[src/rtl/load_extend_mux.sv]
// load_extend_mux: formats AXI read data for the LSU writeback register.
// Selects the byte/halfword addressed by byte_off, applies RV32 load semantics
// (lb/lh/lw/lbu/lhu) through a keyed mux with a zero default, and publishes the
// result both combinationally and as a register captured on rvalid.
//
// Ports:
//   clock    in   rising-edge clock
//   reset    in   synchronous, active-high reset
//   rdata    in   raw bus read word
//   funct3   in   load type key (000 lb, 001 lh, 010 lw, 100 lbu, 101 lhu)
//   byte_off in   effective-address bits [1:0]
//   rvalid   in   read-data valid, capture strobe for rdata_q
//   rdata_ex out  combinational formatted result
//   key_hit  out  combinational, 1 when funct3 is one of the load keys
//   rdata_q  out  registered formatted result
module load_extend_mux #(
    parameter int unsigned DATA_LEN = 32,
    parameter int unsigned NR_KEY   = 5,
    parameter int unsigned KEY_LEN  = 3
) (
    input  logic                clock,
    input  logic                reset,
    input  logic [DATA_LEN-1:0] rdata,
    input  logic [KEY_LEN-1:0]  funct3,
    input  logic [1:0]          byte_off,
    input  logic                rvalid,
    output logic [DATA_LEN-1:0] rdata_ex,
    output logic                key_hit,
    output logic [DATA_LEN-1:0] rdata_q
);

    localparam int unsigned BYTE_W  = 8;
    localparam int unsigned HALF_W  = 16;
    localparam int unsigned SHIFT_W = 5;

    // Key table; entry order matches the data table built below.
    localparam logic [KEY_LEN-1:0] MUX_KEYS [NR_KEY] = '{
        KEY_LEN'(0),   // lb
        KEY_LEN'(1),   // lh
        KEY_LEN'(2),   // lw
        KEY_LEN'(4),   // lbu
        KEY_LEN'(5)    // lhu
    };

    localparam logic [DATA_LEN-1:0] DEFAULT_VAL = '0;

    // Sign-extend a byte to the full data width.
    function automatic logic [DATA_LEN-1:0] sext8(input logic [BYTE_W-1:0] v);
        return {{(DATA_LEN-BYTE_W){v[BYTE_W-1]}}, v};
    endfunction

    // Sign-extend a halfword to the full data width.
    function automatic logic [DATA_LEN-1:0] sext16(input logic [HALF_W-1:0] v);
        return {{(DATA_LEN-HALF_W){v[HALF_W-1]}}, v};
    endfunction

    // Zero-extend a byte to the full data width.
    function automatic logic [DATA_LEN-1:0] zext8(input logic [BYTE_W-1:0] v);
        return {{(DATA_LEN-BYTE_W){1'b0}}, v};
    endfunction

    // Zero-extend a halfword to the full data width.
    function automatic logic [DATA_LEN-1:0] zext16(input logic [HALF_W-1:0] v);
        return {{(DATA_LEN-HALF_W){1'b0}}, v};
    endfunction

    logic [SHIFT_W-1:0]  shift;
    logic [HALF_W-1:0]   h16;
    logic [BYTE_W-1:0]   b8;
    logic [DATA_LEN-1:0] i8;
    logic [DATA_LEN-1:0] i16;
    logic [DATA_LEN-1:0] mux_data [NR_KEY];
    logic [DATA_LEN-1:0] mux_or;
    logic [DATA_LEN-1:0] rdata_d;

    // Lane extraction: a logical right shift zero-fills, so a halfword at
    // byte_off=3 naturally reads {8'h00, rdata[31:24]}.
    assign shift = {byte_off, 3'b000};
    assign h16   = HALF_W'(rdata >> shift);
    assign b8    = h16[BYTE_W-1:0];

    assign i8    = sext8(b8);
    assign i16   = sext16(h16);

    // Candidate results, one per key.
    always_comb begin
        mux_data[0] = i8;
        mux_data[1] = i16;
        mux_data[2] = rdata;
        mux_data[3] = zext8(b8);
        mux_data[4] = zext16(h16);
    end

    // Keyed mux: keys are unique, so an AND-OR reduction needs no priority.
    always_comb begin
        key_hit = 1'b0;
        mux_or  = '0;
        for (int unsigned i = 0; i < NR_KEY; i++) begin
            if (funct3 == MUX_KEYS[i]) begin
                key_hit = 1'b1;
                mux_or  = mux_or | mux_data[i];
            end
        end
    end

    assign rdata_ex = key_hit ? mux_or : DEFAULT_VAL;

    // Capture the formatted value on rvalid, otherwise hold.
    always_comb begin
        rdata_d = rdata_q;
        if (rvalid) begin
            rdata_d = rdata_ex;
        end
    end

    // Result register; reset takes priority over a simultaneous rvalid.
    always_ff @(posedge clock) begin
        if (reset) begin
            rdata_q <= '0;
        end else begin
            rdata_q <= rdata_d;
        end
    end

endmodule

[config.mk]
export PLATFORM = sky130hd
export DESIGN_NAME = load_extend_mux
export DESIGN_NICKNAME = d
export VERILOG_FILES = /design/src/rtl/load_extend_mux.sv
export SDC_FILE = /design/constraint.sdc
export NUM_CORES = 1
export LEC_CHECK = 0
export ABC_AREA = 0
export BUFFER_PORTS_ARGS = -buffer_cell sky130_fd_sc_hd__buf_4
export CORE_MARGIN = 1.5
export CORE_UTILIZATION = 41
export CTS_BUF_LIST = sky130_fd_sc_hd__clkbuf_16
export CTS_CLUSTER_SIZE = 40
export DETAILED_ROUTE_END_ITERATION = 8
export PLACE_DENSITY = 0.82
export SYNTH_ARGS = -nofsm -noshare
export SYNTH_HDL_FRONTEND = slang
export SYNTH_SLANG_ARGS = --single-unit
export TNS_END_PERCENT = 100
[constraint.sdc]
create_clock -name clock -period 1.4 [get_ports clock]
set_clock_uncertainty 0.05 [all_clocks]
set_input_delay 0 -clock clock [delete_from_list [all_inputs] [get_ports clock]]
set_output_delay 0 -clock clock [all_outputs]
set_load 0.01 [all_outputs]
Word-level counts from Yosys, hierarchy flattened:

Cells that the tools add are included.

* equality and inequality tests: 4
* reductions and logical operators: 1
* bitwise logic cells: 4
* muxes and demuxes: 11
* shifts and indexed selects: 1

Operators by type and width (number)
* 32-bit 2-to-1 mux: 6
* 32-bit OR: 2
* 32-bit by 16-bit OR with 32-bit output: 1
* 32-bit by 8-bit OR with 32-bit output: 1
* 32-bit by 5-bit >> shifter with 16-bit output: 1
* 3-bit equality test (second input constant): 2
* 1-bit 2-to-1 mux: 5
* 3-bit by 1-bit equality test with 1-bit output (second input constant): 1
* 3-bit by 2-bit equality test with 1-bit output (second input constant): 1
* 3-bit logical NOT: 1

* logic and storage cells: 22
* output and inout bits: 65
* input bits: 40
* bits in registers: 32

Logic depth before layout (Yosys ltp):

Gate-level depths: netlist (run 1).

* word-level depth: 11
* gate-level depth with buffers: 7
* depth with buffers taken out: 4

Least setup slack after synthesis (run 1):

Ideal clock, no wire load.

* kind: in2reg
* from: in byte_off[0]
* to: reg rdata_q[17]
* setup time: 0.142 ns
* setup slack: -0.026 ns
* path buffers: 2
* cell stages on the path: 6
* data required time: 1.208 ns
* arrival: 1.234 ns
* path through: buf_6 -> mux4_2 -> and2_4 -> o21ai_4 -> buf_6 -> a311oi_1

* word-level cells in the longest chain between the ends: 11

RTL lines
* start, declared: line 25 `input logic [1:0] byte_off,`
* 32-bit by 5-bit >> shifter with 16-bit output *: line 79 `assign h16 = HALF_W'(rdata >> shift);`
* 32-bit 2-to-1 mux: line 99 `if (funct3 == MUX_KEYS[i]) begin`
* 32-bit OR: line 101 `mux_or = mux_or | mux_data[i];`
* 32-bit 2-to-1 mux *: line 99
* 32-bit OR: line 101
* 32-bit 2-to-1 mux *: line 99
* 32-bit by 8-bit OR with 32-bit output: line 101
* 32-bit 2-to-1 mux *: line 99
* 32-bit by 16-bit OR with 32-bit output: line 101
* 32-bit 2-to-1 mux *: line 99
* 32-bit 2-to-1 mux *: line 106 `assign rdata_ex = key_hit ? mux_or : DEFAULT_VAL;`
* end signal, assigned: line 121 `rdata_q <= rdata_d;`
* end, declared: line 29 `output logic [DATA_LEN-1:0] rdata_q`

Every way passes the cells marked *; elsewhere a longest branch is shown, timed or not.
A chain may end at the register's enable or synchronous reset.

Final worst setup path (run 1):

* from: in byte_off[0]
* to: out rdata_ex[28]

* word-level cells in the longest chain between the ends: 11

RTL lines
* 32-bit by 5-bit >> shifter with 16-bit output *: line 79
* 32-bit 2-to-1 mux: line 99
* 32-bit OR: line 101
* 32-bit 2-to-1 mux *: line 99
* 32-bit OR: line 101
* 32-bit 2-to-1 mux *: line 99
* 32-bit by 8-bit OR with 32-bit output: line 101
* 32-bit 2-to-1 mux *: line 99
* 32-bit by 16-bit OR with 32-bit output: line 101
* 32-bit 2-to-1 mux *: line 99
* 32-bit 2-to-1 mux *: line 106
* end, declared: line 27 `output logic [DATA_LEN-1:0] rdata_ex,`

Marked as above.

==> flow_summary.json, run 1 <==
{
  "core_area_mm2": 0.00469,
  "synth_cell_types": 26,
  "pwr_density_cell_mw_per_mm2": 978,
  "cts_buffers": 5,
  "die_h_um": 72.5,
  "ys.flop_type": "dfxtp_1",
  "synthArstFlopShare_pct": 0,
  "cts.path.max_buffers": 2,
  "hold_slack_ns": 0.00545,
  "synth_fp_nets": 291,
  "yosysSeqAreaShare_pct": 32.4,
  "wirelength_um": 7230,
  "cp.required_ns": 1.35,
  "synth.area.top_cells": "dfxtp_1 32%, nand2_1 12%, a311oi_1 11%",
  "tritoncts": "yes",
  "area_growth_pct": 61.1,
  "ir_drop_uv": 609,
  "synth_area_per_cell_um2": 7.88,
  "violations": "setup timing",
  "drt_iter0_markers": 237,
  "vias": 2437,
  "netlist_instances": 251,
  "synth_most_common_cell": "nand2_1",
  "crit_path_start_kind": "primary input",
  "place_inst": 401,
  "clkTransAtPathRegs_ns": 0.05,
  "largest_reg_flops": 32,
  "die_x_um": 72.5,
  "start_util_pct": 42.2,
  "antennaDiodeCount": 0,
  "grt_max_degree": 37,
  "rows": 25,
  "max_freq_mhz": 713,
  "nets": 402,
  "maxSlewViolCount": 0,
  "hold_violations": 0,
  "arrival_ns": 1.35,
  "ios": 105,
  "portBuffers": 104,
  "end_kind": "primary output",
  "timing.final.crit_period_ns": 1.40,
  "h-tree-depth": 2,
  "rsz0062_at_grt": "yes",
  "track_usage_pct": 26.9,
  "outcome": "complete, but fails checks",
  "cts-root-buf": "clkbuf_16",
  "slew_headroom_pct": 73.1,
  "synthesis.area_mm2": 0.00198,
  "ant_nets": 0,
  "antenna_found_initial": 0,
  "wire_per_inst_um": 17.3,
  "worst_pin_slew_ns": 0.402,
  "vias_per_cell": 5.84,
  "layout_setup_ws_ns": -0.00167,
  "period_share_pct": 100,
  "ys_seq_elements": 32,
  "crit_path_max_fanout": 14,
  "synth_top_cells_by_count": "61 x nand2_1, 34 x nor2_1, 32 x dfxtp_1",
  "synth_top_area_share_pct": 32.4,
  "p_leak_uw": 0.00157,
  "dpl.hpwl_um": 4970,
  "cts.sinks": 32,
  "drcViolationCount": 0,
  "final_cells": 417,
  "finalSetupViolCount": 1,
  "reg_top3": "rdata_q (32)",
  "crit_type": "in -> out",
  "synth_area_leader_cell": "dfxtp_1",
  "hp-class": "in -> reg",
  "clkLatencyLatePin_ns": 0.27,
  "synth_edf_count": 0,
  "first_pass_iters": 5,
  "total_power_uw": 3120,
  "fin_util_pct": 67.9,
  "die_area_mm2": 0.00525,
  "n_fill_cell": 343,
  "maxCapViolCount": 0,
  "r2r_slack_ns": 0.56,
  "grt_pass1_vias": 2170,
  "ys_warn_count": 0,
  "top_register": "rdata_q",
  "grt_overflow_total": 0,
  "grt_pass1_wl_um": 10900,
  "drive_gt1_share_pct": 42.1,
  "gp_congestion": 0.832
}
-- where the power goes --
group	leakage, uW	switching (uW)	internal, uW	total [uW]
combinational	0.00122	423	451	874
sequential	0.000265	34.9	973	1010
clock	0.0000798	399	834	1230
total	0.00157	856	2260	3120
-- layout by cell type, fill, tap and decap left out, types with 4 or more instances in the layout --
cell,netlist,routed
a21o_1,8,8
dfxtp_1,32,32
and2_1,6,6
buf_12,0,4
nor2_1,34,34
a21oi_2,0,6
nand2_2,0,4
mux4_2,8,8
o21ai_0,8,8
mux2i_1,8,8
a211oi_1,7,7
clkbuf_16,0,5
dlygate4sd3_1,0,4
a311oi_1,25,25
inv_1,9,9
buf_4,1,114
nand2_1,61,56
nand3b_1,7,7
buf_6,3,4
-- layout make-up --
type | count | area [um^2] | share of cell area, %
inverter | 9 | 33.8 | 1.06
timing repair buffer | 127 | 1050 | 33.1
multi-input combinational | 187 | 1220 | 38.4
tap | 54 | 67.6 | 2.12
clock buffer | 5 | 125 | 3.93
sequential | 32 | 641 | 20.1
clock inverter | 3 | 42.5 | 1.33
-- final timing paths --
| path | from | end | cells after the start |
|---|---|---|---|
| setup / recovery | byte_off[0] | rdata_ex[28] | 7 |
| hold / removal | rdata[22] | rdata_q[22] | 3 |
| setup reg to reg | rdata_q[29] | rdata_q[29] | 2 |
| hold reg to reg | rdata_q[1] | rdata_q[1] | 2 |
-- critical path, stage by stage --
cell and delay [ns]:
buf_6 0.08, mux4_2 0.51, and2_4 0.18, o21ai_4 0.20, buf_12 0.17, nand2_1 0.07, buf_4 0.14
-- logic make-up (layout without fill, tap and decap cells) --
group	count (synthesis)	count (layout)	synth area share [%]
mux	16	16	13.2
flops	32	32	32.4
buf+inv	32	144	7.78
simple gates	113	113	24.6
compound gates	58	58	22.1
-- stage by stage --
| stage | TNS (ns) | cell area [um^2] | worst slack [ns] |
|---|---|---|---|
| finish | -0.00167 | 3190 | -0.00167 |
| global route | -0.762 | 3190 | -0.0601 |
| CTS | -0.0336 | 3140 | -0.0127 |
| detailed placement | -1.75 | 2870 | -0.0940 |
| global placement | -0.785 | 2870 | -0.0573 |
| floorplan | 0 | 1980 | 0.0124 |
-- per-layer routing --
layer,global-route usage (%),vias to the layer above,part of all wire [%]
li1,-,1111,-
met1,34.4,1141,39
met2,43.3,169,48
met3,5.56,16,10
met4,13.0,0,2.9
met5,0,-,0
-- timing repair --
action | 4_1_cts | 5_1_grt
hold endpoints to repair | 4 | 0
setup buffers | 1 | 2
gates cloned | 1 | 0
endpoints found under the setup margin | 17 | 41
hold buffers | 4 | 0
gates resized for setup | 6 | 10
pin swaps | 1 | 0
(Power assumes the default switching activity.)
==> run 2: changes to the inputs <==
- PLACE_DENSITY: 0.82 -> not set
- PLACE_DENSITY_LB_ADDON: not set -> 0.2
- RECOVER_POWER: not set -> 25
==> flow_summary.json, run 2 (same netlist as run 1, synthesis figures left out) <==
{
  "p_leak_uw": 0.00150,
  "wire_per_inst_um": 16.3,
  "tritoncts": "yes",
  "slew_headroom_pct": 59.2,
  "core_area_mm2": 0.00469,
  "rows": 25,
  "final_cell_mix": "87 x buf_4, 44 x nand2_1, 34 x nor2_1",
  "worstHoldStart": "rdata[7]",
  "r2r-start": "rdata_q[25]",
  "clkTransAtPathRegs_ns": 0.05,
  "n_fill_cell": 415,
  "drcViolationCount": 0,
  "cts.path.max_buffers": 2,
  "wirelength_um": 6790,
  "drive_gt1_share_pct": 41.4,
  "wirelength_met1_um": 2930,
  "violations": "hold timing, setup timing",
  "rsz0062_at_grt": "yes",
  "grt_pass1_wl_um": 10900,
  "worst_pin_slew_ns": 0.612,
  "finalSetupViolCount": 8,
  "die_area_mm2": 0.00525,
  "reg_top3": "rdata_q (32)",
  "die_h_um": 72.5,
  "crit_path_top_delay_cell": "mux4_2",
  "first_pass_iters": 4,
  "met2_length_um": 3250,
  "final_common_cell": "buf_4",
  "crit_path_frequent_cell": "buf_6",
  "postCtsHoldBufs": 0,
  "grt_max_degree": 64,
  "layout_setup_ws_ns": -0.0385,
  "cts_buffers": 5,
  "die_x_um": 72.5,
  "crit_path_max_fanout": 8,
  "antennaDiodeCount": 0,
  "top_register": "rdata_q",
  "maxCapViolCount": 0,
  "wl_met3_um": 496,
  "startpoint": "byte_off[0]",
  "cts.sinks": 32,
  "h-tree-depth": 2,
  "pwr_density_cell_mw_per_mm2": 911,
  "drt_iter0_markers": 95,
  "ir_drop_uv": 491,
  "highest_layer": "met4",
  "dpl.hpwl_um": 4670,
  "max_freq_mhz": 695,
  "arrival_ns": 1.39,
  "portBuffers": 104,
  "crit_chain": "buf_8 > mux4_2 > and2_4 > o21ai_4 > buf_6 > buf_16 > nand2_2 > buf_6",
  "nets": 401,
  "grt_pass1_vias": 2202,
  "final_area_mm2": 0.00317,
  "outcome": "complete, but fails checks",
  "hold_slack_ns": -0.00123,
  "hp-class": "in -> reg",
  "grt_overflow_total": 0,
  "track_usage_pct": 26.7,
  "multi_input_area_mm2": 0.00126,
  "timing.final.crit_period_ns": 1.44,
  "antenna_found_initial": 0,
  "vias_per_cell": 5.42,
  "cts-root-buf": "clkbuf_16",
  "largest_reg_flops": 32,
  "cp.required_ns": 1.35,
  "hold_violations": 1,
  "dpl_cell_area_mm2": 0.00288,
  "crit_path_start_kind": "primary input",
  "slowest_delay_ns": 0.53,
  "period_share_pct": 103,
  "ant_nets": 0,
  "gp_congestion": 0.849,
  "maxSlewViolCount": 0,
  "clkLatencyLatePin_ns": 0.28,
  "area_growth_pct": 60.3,
  "crit_type": "in -> out",
  "end_kind": "primary output",
  "vias": 2256,
  "regArea_um2": 641,
  "start_util_pct": 42.2,
  "ios": 105
}
[run 2: cell count changes in the layout (fill, tap and decap cells not counted), moves of 2 or more]
cell,previous run,this run
nand2_1,56,44
buf_6,4,18
nand2_2,4,16
clkbuf_1,0,16
dlygate4sd3_1,4,0
a311oi_2,0,2
buf_12,4,2
inv_1,9,11
a311oi_1,25,23
buf_4,114,87
[run 2: power breakdown]
| group | switching [uW] | internal [uW] | leakage [uW] |
|---|---|---|---|
| registers | 33.1 | 974 | 0.000265 |
| clock network | 375 | 638 | 0.0000738 |
| logic | 422 | 446 | 0.00117 |
| total | 830 | 2060 | 0.00150 |
[run 2: cell type report]
| type | instances | area share, % |
|---|---|---|
| repair buffers | 126 | 32.5 |
| inverters | 9 | 1.07 |
| well taps | 54 | 2.13 |
| clock inverters | 3 | 0.355 |
| clock buffers | 5 | 3.94 |
| flip-flops and latches | 32 | 20.2 |
| multi-input cells | 187 | 39.8 |
[run 2: through the flow]
step	setup TNS (ns)	util [%]	setup WS, ns	instances	power (uW)
floorplan	0	-	0.0124	251	1420
global placement	-0.932	61.4	-0.0514	404	1820
detailed placement	-2.12	61.4	-0.108	404	1830
CTS	-0.101	68.6	-0.0159	417	2900
global route	-0.668	67.6	-0.0671	416	3020
finish	-0.199	67.6	-0.0385	416	2890
[run 2: worst paths after layout]
| check | to | slack (ns) | depth (start not counted) |
|---|---|---|---|
| setup / recovery | rdata_ex[20] | -0.04 | 8 |
| hold reg to reg | rdata_q[4] | 0.43 | 2 |
| setup reg to reg | rdata_q[25] | 0.55 | 2 |
| hold / removal | rdata_q[7] | -0.001 | 3 |
[run 2: critical path: cells and delay by family]
family / cells / cell delay, ns
AO/OA/AOI/OAI: 1 / 0.15
buffers and inverters: 4 / 0.47
multiplexers: 1 / 0.53
AND/OR/NAND/NOR: 2 / 0.23
[run 2: repair_timing]
item,CTS,global route
cloned,2,0
pin swaps,2,1
setup endpoints to repair,16,45
resized for setup,38,8
buffers inserted,3,0
[run 2: metal layers]
metal	up-vias	global-route usage, %
met5	-	0
met4	0	8.81
met3	15	5.97
met2	104	43.4
met1	1025	35.2
li1	1112	-
==> run 3: changes to the inputs <==
- PLACE_DENSITY: not set -> 0.8
- PLACE_DENSITY_LB_ADDON: 0.2 -> not set
==> flow_summary.json, run 3 (same netlist as run 1, synthesis figures left out) <==
{
  "cts.sinks": 32,
  "rsz0062_at_grt": "yes",
  "crit_path_max_fanout": 8,
  "grt_pass1_wl_um": 11200,
  "ios": 105,
  "layout_setup_ws_ns": -0.0442,
  "reg2regPathDepth": 2,
  "cts.path.max_buffers": 2,
  "clkPwrFrac_pct": 39.7,
  "die_x_um": 72.5,
  "drive_gt1_share_pct": 37.5,
  "portBuffers": 104,
  "vias_per_cell": 6.02,
  "clkLatencyLatePin_ns": 0.28,
  "p_leak_uw": 0.00153,
  "slowest_delay_ns": 0.51,
  "reg_top3": "rdata_q (32)",
  "cp.required_ns": 1.35,
  "drt_iter0_markers": 314,
  "switchingPower_uw": 914,
  "grt_pass1_vias": 2167,
  "largest_reg_flops": 32,
  "grt_max_degree": 33,
  "period_share_pct": 103,
  "holdPathEnd": "rdata_q[20]",
  "worstHoldStart": "rdata[20]",
  "violations": "setup timing",
  "tritoncts": "yes",
  "maxSlewViolCount": 0,
  "final_common_cell": "buf_4",
  "outcome": "complete, but fails checks",
  "clkTransAtPathRegs_ns": 0.06,
  "maxCapViolCount": 0,
  "worst_pin_slew_ns": 0.363,
  "comb_power_share_pct": 28.5,
  "gp_congestion": 0.868,
  "h-tree-depth": 2,
  "r2r-start": "rdata_q[22]",
  "crit_chain": "buf_12 > mux4_2 > and2_4 > o21ai_4 > clkbuf_16 > nand2_2 > buf_6",
  "cts_buffers": 5,
  "core_area_mm2": 0.00469,
  "start_util_pct": 42.2,
  "vias": 2542,
  "crit_path_start_kind": "primary input",
  "ant_nets": 0,
  "top_register": "rdata_q",
  "final_cell_mix": "84 x buf_4, 50 x nand2_1, 34 x nor2_1",
  "hp-class": "in -> reg",
  "regToRegEndpoint": "rdata_q[22]",
  "cts-root-buf": "clkbuf_16",
  "crit_type": "in -> out",
  "max_freq_mhz": 692,
  "antennaDiodeCount": 0,
  "timing.final.crit_period_ns": 1.44,
  "hold_violations": 0,
  "antenna_found_initial": 0,
  "intPower_uw": 2260,
  "r2r_slack_ns": 0.51,
  "tns_ns": -0.338,
  "switching_share_pct": 28.8,
  "wirelength_um": 8260,
  "grt_overflow_total": 0,
  "track_usage_pct": 28.1,
  "wire_per_inst_um": 19.6,
  "area_growth_pct": 64.1,
  "fin_util_pct": 69.2,
  "rows": 25,
  "hold_slack_ns": 0.0139,
  "die_area_mm2": 0.00525,
  "first_pass_iters": 5,
  "arrival_ns": 1.39,
  "hold_depth": 3,
  "nets": 407,
  "end_kind": "primary output",
  "drcViolationCount": 0,
  "die_h_um": 72.5,
  "slew_headroom_pct": 75.8,
  "pwr_density_cell_mw_per_mm2": 978,
  "crit_path_top_delay_cell": "mux4_2",
  "dpl.hpwl_um": 4980,
  "ir_drop_uv": 453,
  "seqPwrFrac_pct": 31.8,
  "finalSetupViolCount": 15
}
## run 3: cell types whose count changed in the layout (fill, tap and decap cells not counted), moves of 3 or more
cell / before / now
buf_12: 2 / 5
nand2_2: 16 / 9
nand2_1: 44 / 50
buf_4: 87 / 84
clkbuf_1: 16 / 20
buf_6: 18 / 13
dlygate4sd3_1: 0 / 7
## run 3: through the flow
stage                     cells  area [um^2]  worst slack (ns)  total power, uW
after floorplan             251         1980            0.0124             1420
after global placement      403         2880           -0.0674             1820
after detailed placement    403         2880           -0.0659             1830
after CTS                   419         3160           0.00125             3110
after global routing        422         3250            -0.107             3270
final                       422         3250           -0.0442             3180
## run 3: power by group through the flow
stage,clock network [uW],logic (uW),registers [uW]
6_report,1260,906,1010
2_1_floorplan,0,367,1050
4_1_cts,1260,849,1010
3_3_place_gp,0,797,1020
5_1_grt,1300,962,1010
3_5_place_dp,0,810,1020
## run 3: metal layers
metal	track usage, %	vias up	part of all wire, %
met5	0	-	0
met4	15.3	0	5.7
met3	7.22	57	9.4
met2	46.3	182	46
met1	33.4	1177	39
li1	-	1126	-
## run 3: how the worst max path moves through the flow
stage / from / to / slack, ns / cells after the start
after floorplan: byte_off[0] / rdata_q[17] / 0.01 / 6
after global placement: byte_off[0] / rdata_q[8] / -0.07 / 6
after detailed placement: byte_off[0] / rdata_q[14] / -0.07 / 6
after CTS: byte_off[0] / rdata_ex[31] / 0.001 / 7
after global routing: byte_off[0] / rdata_ex[2] / -0.11 / 7
final: byte_off[0] / rdata_ex[16] / -0.04 / 7
## run 3: what timing repair did
item,in CTS,in global routing
gates cloned,1,2
setup buffers,0,1
pin swaps,0,2
hold buffers,7,0
endpoints found under the setup margin,15,23
gates resized for setup,2,30
endpoints found under the hold margin,7,0
## run 3: worst max-delay path: cells and delay by family
| family | cells | cell delay, ns |
|---|---|---|
| compound gates | 1 | 0.23 |
| mux | 1 | 0.51 |
| buf+inv | 3 | 0.42 |
| simple gates | 2 | 0.22 |
## run 3: layout make-up
class	instances	area, um^2
clock buffers	5	125
clock inverters	3	42.5
fillers	351	1450
inverters	9	33.8
multi-input cells	187	1230
flip-flops and latches	32	641
well taps	54	67.6
repair buffers	132	1100
